**config.mk**
```make
export PLATFORM = sky130hd
export DESIGN_NAME = shift_left_iter
export DESIGN_NICKNAME = d
export VERILOG_FILES = /design/src/rtl/shift_left_iter.sv
export SDC_FILE = /design/constraint.sdc
export NUM_CORES = 1
export LEC_CHECK = 0
export BUFFER_PORTS_ARGS = -buffer_cell sky130_fd_sc_hd__buf_2
export CAP_MARGIN = 10
export CORE_MARGIN = 3
export CORE_UTILIZATION = 23
export DETAILED_ROUTE_END_ITERATION = 7
export PLACE_DENSITY = 0.41
export SYNTH_ARGS = -nofsm -noshare
export SYNTH_HDL_FRONTEND = slang
export SYNTH_SLANG_ARGS = --single-unit
```
**constraint.sdc**
```tcl
create_clock -name clk_i -period 3.6 [get_ports clk_i]
set_clock_uncertainty 0.05 [all_clocks]
set_input_delay 0.72 -clock clk_i [delete_from_list [all_inputs] [get_ports clk_i]]
set_output_delay 0.72 -clock clk_i [all_outputs]
set_load 0.02 [all_outputs]
```
**src/rtl/shift_left_iter.sv**
```systemverilog
// rtl/shift_left_iter.sv - multi-cycle iterative logical left shifter (SLL/SLLI)
module shift_left_iter #(
  parameter int XLEN = 32,
  parameter int SHW  = 5,
  parameter int STEP = 1
) (
  input  logic            clk_i,
  input  logic            rst_ni,
  input  logic            start_i,
  input  logic            flush_i,
  input  logic [XLEN-1:0] rs1_i,
  input  logic [SHW-1:0]  shamt_i,
  output logic            busy_o,
  output logic            done_o,
  output logic [XLEN-1:0] rd_left_o
);

  typedef enum logic {
    IDLE  = 1'b0,
    SHIFT = 1'b1
  } state_e;

  // STEP never exceeds XLEN/2, so it always fits in the shift-amount width.
  localparam logic [SHW-1:0] STEP_W = SHW'(STEP);

  state_e            state_q;
  logic [XLEN-1:0]   acc_q;
  logic [SHW-1:0]    rem_q;
  logic              done_q;
  logic [XLEN-1:0]   rd_q;

  logic [SHW-1:0]    step_d;
  logic [XLEN-1:0]   acc_d;
  logic [SHW-1:0]    rem_d;

  // Per-cycle shift: at most STEP bits, never more than what remains.
  always_comb begin
    step_d = (rem_q < STEP_W) ? rem_q : STEP_W;
    acc_d  = acc_q << step_d;
    rem_d  = rem_q - step_d;
  end

  // Control FSM with registered done/result; flush outranks everything but reset.
  always_ff @(posedge clk_i or negedge rst_ni) begin
    if (!rst_ni) begin
      state_q <= IDLE;
      acc_q   <= '0;
      rem_q   <= '0;
      done_q  <= 1'b0;
      rd_q    <= '0;
    end else if (flush_i) begin
      state_q <= IDLE;
      rem_q   <= '0;
      done_q  <= 1'b0;
    end else begin
      done_q <= 1'b0;
      case (state_q)
        IDLE: begin
          if (start_i) begin
            if (shamt_i == '0) begin
              // Zero shift needs no iteration; answer directly.
              rd_q   <= rs1_i;
              done_q <= 1'b1;
            end else begin
              acc_q   <= rs1_i;
              rem_q   <= shamt_i;
              state_q <= SHIFT;
            end
          end
        end
        SHIFT: begin
          acc_q <= acc_d;
          rem_q <= rem_d;
          if (rem_d == '0) begin
            rd_q    <= acc_d;
            done_q  <= 1'b1;
            state_q <= IDLE;
          end
        end
        default: state_q <= IDLE;
      endcase
    end
  end

  assign busy_o    = (state_q == SHIFT);
  assign done_o    = done_q;
  assign rd_left_o = rd_q;

endmodule

```
# == After elaboration in Yosys (flattened, before gate mapping) ==
# Index checks and enable logic that the tools add are counted.
# classes
add_sub_neg,1
magnitude_cmp,1
n_eq_ne,6
n_shift,1
muxes,22
bitwise_logic,2
n_reduce_logical,5
# ops
operator,count
$mux W32,5
$pmux W32 S2,2
$shl A32 B5 Y32,1
$mux W5,4
$logic_not A5 Y1,2
$pmux W5 S2,1
$mux W1,8
$ne A2 B2 Y1 const B,3
$ne A3 B3 Y1 const B,2
$lt A5 B1 Y1 const B,1
$sub A5 B5 Y5,1
$pmux W1 S2,2
$reduce_and A4 Y1,1
$reduce_and A3 Y1,1
$ne A2 B1 Y1 const B,1
$not A1 Y1,2
$reduce_and A2 Y1,1
# totals
ff_bits,71
inputBits,41
out_inout_bits,34
elab_cells,43

# == Depth between registers and ports, before layout ==
# Gate-level depths: netlist of run 1.
# depth
ltp_word,7
mapped_depth,12
mapped_depth_nobuf,9

# == Least setup slack after synthesis of run 1 ==
# Ideal clock, no wire load.
# synth_timing
kind,reg2reg
from,register rem_q[1]
to,register rd_q[0] (netlist: rd_left_o[0])
setup_ns,0.125
arrival_ns,2.716
required_time_ns,3.425
setup_slack_ns,0.709
stages_incl_launch_ff,12
n_path_buf,3
period_less_slack_ns,2.891
path_cell_list,dfrtp_1 > buf_6 > or3_4 > o21bai_1 > ha_1 > or3b_1 > a31oi_1 > nor2_1 > or3_1 > buf_6 > buf_12 > mux2_4
# synth_between
elab_chain_len,6
elab_cells_between_ends,9
classes_between,add/sub (1); order compare (1); eq/ne (1); shift (1); mux (3); reduce/logical (2)
# synth_rtl
item,line,rtl
from (decl),28,logic [SHW-1:0] rem_q;
from (signal assigned),66,rem_q <= shamt_i;
from (signal assigned),73,rem_q <= rem_d;
$lt A5 B1 Y1,38,step_d = (rem_q < STEP_W) ? rem_q : STEP_W;
$mux W5,38,
$sub A5 B5 Y5,40,rem_d = rem_q - step_d;
$logic_not A5 Y1,74,if (rem_d == '0) begin
$ne A2 B1 Y1 (no line),--,
$reduce_and A4 Y1 (no line),--,
to (signal assigned),62,rd_q <= rs1_i;
to (decl),30,logic [XLEN-1:0] rd_q;
# Parallel ways exist; a longest one is shown, timed or not. The select of a mux whose other input is x is not followed.
# A chain may end at the register's enable or synchronous reset.

# == Worst setup path in the final report of run 1 ==
# layout_timing
from,register rem_q[2]
to,register rd_q[2] (netlist: rd_left_o[2])
# Same word-level chain as after synthesis.

==> key figures, run 1 <==
Run status
  • Outcome: finished clean

Routing
  • Drt via density: about 4.2
  • Drt drc: 0
  • Router iterations before antenna repair: 4
  • Via count: 2471
  • DRT antenna net count: 0
  • Total length of routed wires: between 8000 and 9000 um
  • Average wire per standard cell: 14.8 um
  • Initial DRC count: 59

Synthesis
  • Cell variety after synth: 43
  • Top FF cell, synth: dfrtp_1
  • Post-synthesis sequential area ratio: 0.480
  • Syn Inst Count: 305
  • Dominant cell type by area after synthesis: dfrtp_1
  • Synth area leaders: dfrtp_1 48%, mux2_4 12%, mux2_2 10%, mux2i_1 8.6%, a21oi_1 4.5%
  • Yosys reg bits: 71
  • Synthesized area per cell: 12.1 um^2
  • Most common cell in the synthesized netlist: dfrtp_1
  • Post-synthesis cell area: 0.00370 mm^2
  • Synth Warn #: 0
  • Commonest cells in the synthesized netlist: 71 x dfrtp_1, 36 x nor2_1, 34 x mux2_2
  • Fraction of registers with async set/reset: 1.00
  • Synth Net Count: 347
  • Post-synth EDFFs: 0
  • Top cell type's share of synthesized area: 0.480

Global route
  • Initial antenna violation count: 1
  • Total gr overflow: 0
  • M3 GR Usage: 0.0365
  • Total track usage: 0.100
  • Largest net degree at the start of global routing: 72
  • Vias in the first global route: 2615
  • Busiest grt layer: met2
  • First-pass GRT wire length: 13800 um
  • M1 GR Usage: 0.128
  • Met2 track demand over resource: 0.159

Worst setup path
  • FF-to-FF Start: rem_q[2]
  • Cells on worst reg2reg path: 9
  • Crit path required time: 3.77 ns
  • Crit Reg-Reg Endpoint: rd_left_o[2]
  • Crit-path max FO: 33
  • Reg2reg setup slack: 0.34 ns
  • Startpoint Class: flip-flop
  • Arrival @ worst endpoint: 3.42 ns
  • WS Path Type: reg2reg
  • Crit. End Element: flip-flop

Timing
  • Slew Limit Fails: 0
  • Final Hold Fails: 0
  • Fmax: 307 MHz
  • Post-route clock period utilization: 0.905
  • # setup viols final: 0
  • Slew HR: 0.306
  • Minimum clock period: 3.26 ns
  • Worst Tran Pin Value: 1.04 ns
  • RSZ-0062 raised after global routing: false
  • Setup TNS Final: 0 ns

Pwr
  • Lkg Pwr: around 2.3 nW
  • Worst VDD drop: 0.000374 V
  • Power Total: 0.00307 W
  • Cell Pwr Density: 675 mW/mm^2

Clocking
  • Clk_lat worst skew: 0.33 ns
  • Clk buf depth: 2
  • Post-CTS setup buffers: 0
  • Clock slew seen by the registers of the worst setup and hold paths: about 0.060 ns
  • Post-CTS sizing: 0
  • Clk root buf: clkbuf_16
  • Hold_buf cts: 0
  • Clock Sinks: 71
  • Cts bufs inserted: 9
  • H-tree Lvls: 3
  • CTS tree: built

Cells and area
  • Storage cell area: 0.00178 mm^2
  • Filler Cells Inserted: 1616
  • Footprint of the multi-input gates: 0.00175 mm^2
  • Share of post-route cells with drive strength above 1: 0.431
  • Nets: 415
  • Layout area overhead: 22.8%
  • # diodes: 0

Floorplanning
  • Starting density of the core: 0.239
  • Die Ht: roughly 130 um
  • IO Pins: 75
  • # rows: between 40 and 50
  • Chip Width: 133 um
  • CORE AREA: 0.0155 mm^2
  • Total die area: 0.0177 mm^2

Min path
  • Hold endpoint: rd_left_o[9]
  • Min-Delay Path Depth: 1
  • Min-delay src: rd_left_o[9]
  • Min-delay worst type: reg2reg

Placement
  • Routability congestion estimate: about 0.74
  • IO buf count: between 70 and 80
  • DP HPWL: ~5600 um

Job
  • Max cap viols: 0
-- worst max-delay path by stage --
stage / end / cells past startpoint / slack [ns] / start
finish: rd_left_o[2] / 9 / 0.34 / rem_q[2]
detailed placement: rd_left_o[30] / 9 / 0.36 / rem_q[1]
floorplan: rd_left_o[0] / 11 / 0.71 / rem_q[1]
CTS: rd_left_o[31] / 9 / 0.34 / rem_q[2]
global placement: rd_left_o[29] / 9 / 0.42 / rem_q[1]
global route: rd_left_o[2] / 9 / 0.19 / rem_q[2]
-- layout make-up --
| class | instances | share of cell area |
|---|---|---|
| clock inverter | 3 | 0.0143 |
| clock buffer | 13 | 0.0572 |
| sequential | 71 | 0.391 |
| tap | 211 | 0.0580 |
| timing repair buffer | 78 | 0.0913 |
| multi-input combinational | 209 | 0.385 |
| inverter | 4 | 0.00330 |
-- cell families after synthesis --
group | Yosys count | synth area share
buffers and inverters | 25 | 0.0513
and+or+nand+nor | 63 | 0.0774
DFF | 71 | 0.480
adders and majority gates | 1 | 0.00338
xor gates and xnor gates | 2 | 0.00473
muxes | 95 | 0.307
AOI/OAI and AO/OA | 48 | 0.0760
-- placed cells by master (no fill, tap or decap), types with 2 or more instances in the layout --
cell type | netlist | layout
nand2_1 | 11 | 11
inv_1 | 3 | 3
mux2i_1 | 32 | 32
mux2_4 | 29 | 29
mux2_2 | 34 | 34
clkbuf_1 | 8 | 2
clkbuf_16 | 0 | 9
nand3_1 | 2 | 2
o21bai_1 | 2 | 2
dfrtp_1 | 71 | 70
a31oi_1 | 2 | 2
or3_2 | 1 | 3
buf_4 | 3 | 4
a211oi_1 | 3 | 3
buf_2 | 2 | 73
and3_1 | 2 | 2
a21oi_1 | 33 | 32
bufinv_16 | 0 | 2
clkbuf_8 | 1 | 2
nor2_1 | 36 | 36
-- routing by layer --
layer	wire, um	part of all wire
met4	97	0.011
met3	470	0.054
met2	4080	0.47
met5	11	0.0013
met1	4060	0.47
-- state kept, by name, indices dropped and copies added (netlist names) --
signal,cells
rem_q,5
rd_left_o,32
acc_q,32
done_o,1
busy_o,1
-- through the flow --
stage	hold WS [ns]	area, um^2	std cells	utilization	worst slack, ns
after global routing	0.472	4550	589	0.294	0.190
final	0.452	4550	589	0.294	0.341
after global placement	0.439	4220	573	0.273	0.416
after floorplan	0.374	3700	305	-	0.709
after detailed placement	0.441	4220	573	0.273	0.362
after CTS	0.459	4550	589	0.294	0.345
-- where the power goes --
group / total, W / internal, W / switching (W)
Sequential: 0.00118 / 0.00102 / 0.000159
Combinational: 0.000914 / 0.000464 / 0.000450
Clock: 0.000976 / 0.000644 / 0.000332
-- worst max-delay path, cell delays in order (launching register included) --
cell	delay (ns)
dfrtp_1	0.44
or3_4	0.42
o21bai_1	0.20
ha_1	0.24
or3b_1	0.36
a31oi_1	0.20
nor2_1	0.05
or3_2	0.45
buf_4	0.35
mux2_4	0.37
(Power assumes the default switching activity.)
==> run 2, diff against run 1 <==
Settings changed: GPL_TIMING_DRIVEN set to 0, PLACE_DENSITY 0.41 to 0.37.
==> run 2 against run 1 <==
- critical path depth grew 2
- worst hold slack lost 0.24 ns
- critical endpoint is now rd_left_o[3]
- highest routed layer is now met4
- clock-buffer cell count grew 3
==> key figures, run 2 (synthesis results as in run 1) <==
Global route
  • Vias in the first global route: about 2700
  • Total track usage: 0.109
  • First-pass GRT wire length: 14900 um
  • Largest net degree at the start of global routing: 54
  • Initial antenna violation count: 0
  • Total gr overflow: 0

Pwr
  • Lkg Pwr: 2.33 nW
  • Cell Pwr Density: 635 mW/mm^2
  • Worst VDD drop: 0.000244 V

Worst setup path
  • CP cell instances: buf_6, or3_4, o21bai_1, ha_1, or3b_1, a31oi_1, nor2_1, or3_1, buf_6, buf_12, mux2_4
  • Slowest cell on the critical path: dfrtp_1
  • Cells on worst reg2reg path: 11
  • CP dominant cell by count: buf_6
  • WS Path Type: reg2reg
  • Crit-path max FO: 10
  • Crit path required time: 3.77 ns
  • Crit Reg-Reg Endpoint: rd_left_o[3]
  • Reg2reg setup slack: 0.46 ns
  • CP peak stage delay: 0.37 ns
  • Cell family with most CP delay: simple AND/OR/NAND/NOR gates
  • FF-to-FF Start: rem_q[1]
  • Arrival @ worst endpoint: 3.31 ns
  • Crit. End Element: flip-flop
  • Startpoint Class: flip-flop
  • CP bufs+invs: 3
  • Worst setup path startpoint: rem_q[1]

Routing
  • Total length of routed wires: 9220 um
  • Drt via density: between 4 and 5
  • DRT antenna net count: 0
  • Average wire per standard cell: roughly 15 um
  • Via count: 2566
  • Drt drc: 0
  • Initial DRC count: 123
  • Router iterations before antenna repair: 4

Cells and area
  • Design area: 0.00464 mm^2
  • Leading cell type in the layout, fill and taps excluded: buf_2
  • Nets: 433
  • Filler Cells Inserted: 1605
  • Share of post-route cells with drive strength above 1: 0.419
  • Layout area overhead: 25.3%
  • # diodes: 0
  • Non-filler cells, final: 607
  • Most frequent cells in the layout: 75 x buf_2, 71 x dfrtp_1, 36 x nor2_1

Run status
  • Outcome: finished clean

Timing
  • Final Hold Fails: 0
  • Slew Limit Fails: 0
  • Fmax: 318 MHz
  • RSZ-0062 raised after global routing: false
  • Post-route setup slack: around 0.46 ns
  • Worst Tran Pin Value: approximately 0.67 ns
  • Post-route clock period utilization: 0.872
  • # setup viols final: 0
  • Setup TNS Final: 0 ns
  • Minimum clock period: 3.14 ns
  • Slew HR: 0.550

Floorplanning
  • Total die area: 0.0177 mm^2
  • Die Ht: 133 um
  • CORE AREA: between 0.015 and 0.02 mm^2
  • Starting density of the core: 0.239
  • IO Pins: 75
  • # rows: 45
  • Chip Width: 133 um

Clocking
  • Post-CTS setup buffers: 0
  • Cts bufs inserted: 9
  • Clock slew seen by the registers of the worst setup and hold paths: around 0.060 ns
  • Hold_buf cts: 0
  • H-tree Lvls: 3
  • CTS tree: built
  • Post-CTS sizing: 0
  • Clk buf depth: 2
  • Clk root buf: clkbuf_16
  • Clock Sinks: 71
  • Clk_lat worst skew: ~0.34 ns

Placement
  • DP Area: ~0.0044 mm^2
  • Placed Instances: 591
  • DP HPWL: 6630 um
  • Place WS: 0.458 ns
  • Routability congestion estimate: around 0.79
  • IO buf count: 74

Job
  • Max cap viols: 0

Min path
  • Min-delay worst type: in2async
-- run 2: cell types whose count changed in the layout (fill, tap and decap cells not counted), sizes merged --
cell / previous run / this run
clkbuf: 13 / 26
bufinv: 2 / 0
clkinv: 2 / 1
buf: 78 / 86
-- run 2: final cells by class --
type / count / area, um^2 / share of cell area
clock buffers: 16 / 272 / 0.0585
multi-input cells: 209 / 1740 / 0.374
inverters: 4 / 15.0 / 0.00324
repair buffers: 75 / 400 / 0.0863
flip-flops and latches: 71 / 1780 / 0.383
well taps: 211 / 264 / 0.0569
plain buffers: 21 / 175 / 0.0378
-- run 2: power breakdown --
group,leakage (nW),switching (W),internal [W]
clock,0.131,0.000328,0.000506
combinational,1.32,0.000465,0.000479
sequential,0.880,0.000148,0.00102
-- run 2: worst max-delay path by stage --
stage,to,slack (ns),cells after the start
3_5_place_dp,rd_left_o[8],0.46,10
3_3_place_gp,rd_left_o[4],0.47,10
2_1_floorplan,rd_left_o[0],0.71,11
5_1_grt,rd_left_o[3],0.27,10
6_report,rd_left_o[3],0.46,11
4_1_cts,rd_left_o[2],0.43,11
-- run 2: metrics by stage --
| step | power, W | hold WS (ns) | util |
|---|---|---|---|
| floorplan | 0.00185 | 0.374 | - |
| global placement | 0.00213 | 0.439 | 0.280 |
| detailed placement | 0.00215 | 0.436 | 0.282 |
| CTS | 0.00301 | 0.204 | 0.300 |
| global route | 0.00314 | 0.218 | 0.300 |
| finish | 0.00295 | 0.211 | 0.300 |
-- run 2: metal layers --
layer	global-route usage	part of all wire	wire, um	up-vias
met1	0.143	0.47	4300	1238
met2	0.167	0.46	4230	62
li1	-	-	-	1255
met4	0.0398	0.016	152	0
met5	0	0	0	-
met3	0.0354	0.058	535	11
-- run 2: worst reg2reg max path: stages, from the launching register on --
cell and delay [ns]:
dfrtp_1 0.37, buf_6 0.13, or3_4 0.37, o21bai_1 0.18
ha_1 0.24, or3b_1 0.35, a31oi_1 0.26, nor2_1 0.06
or3_1 0.37, buf_6 0.17, buf_12 0.16, mux2_4 0.30
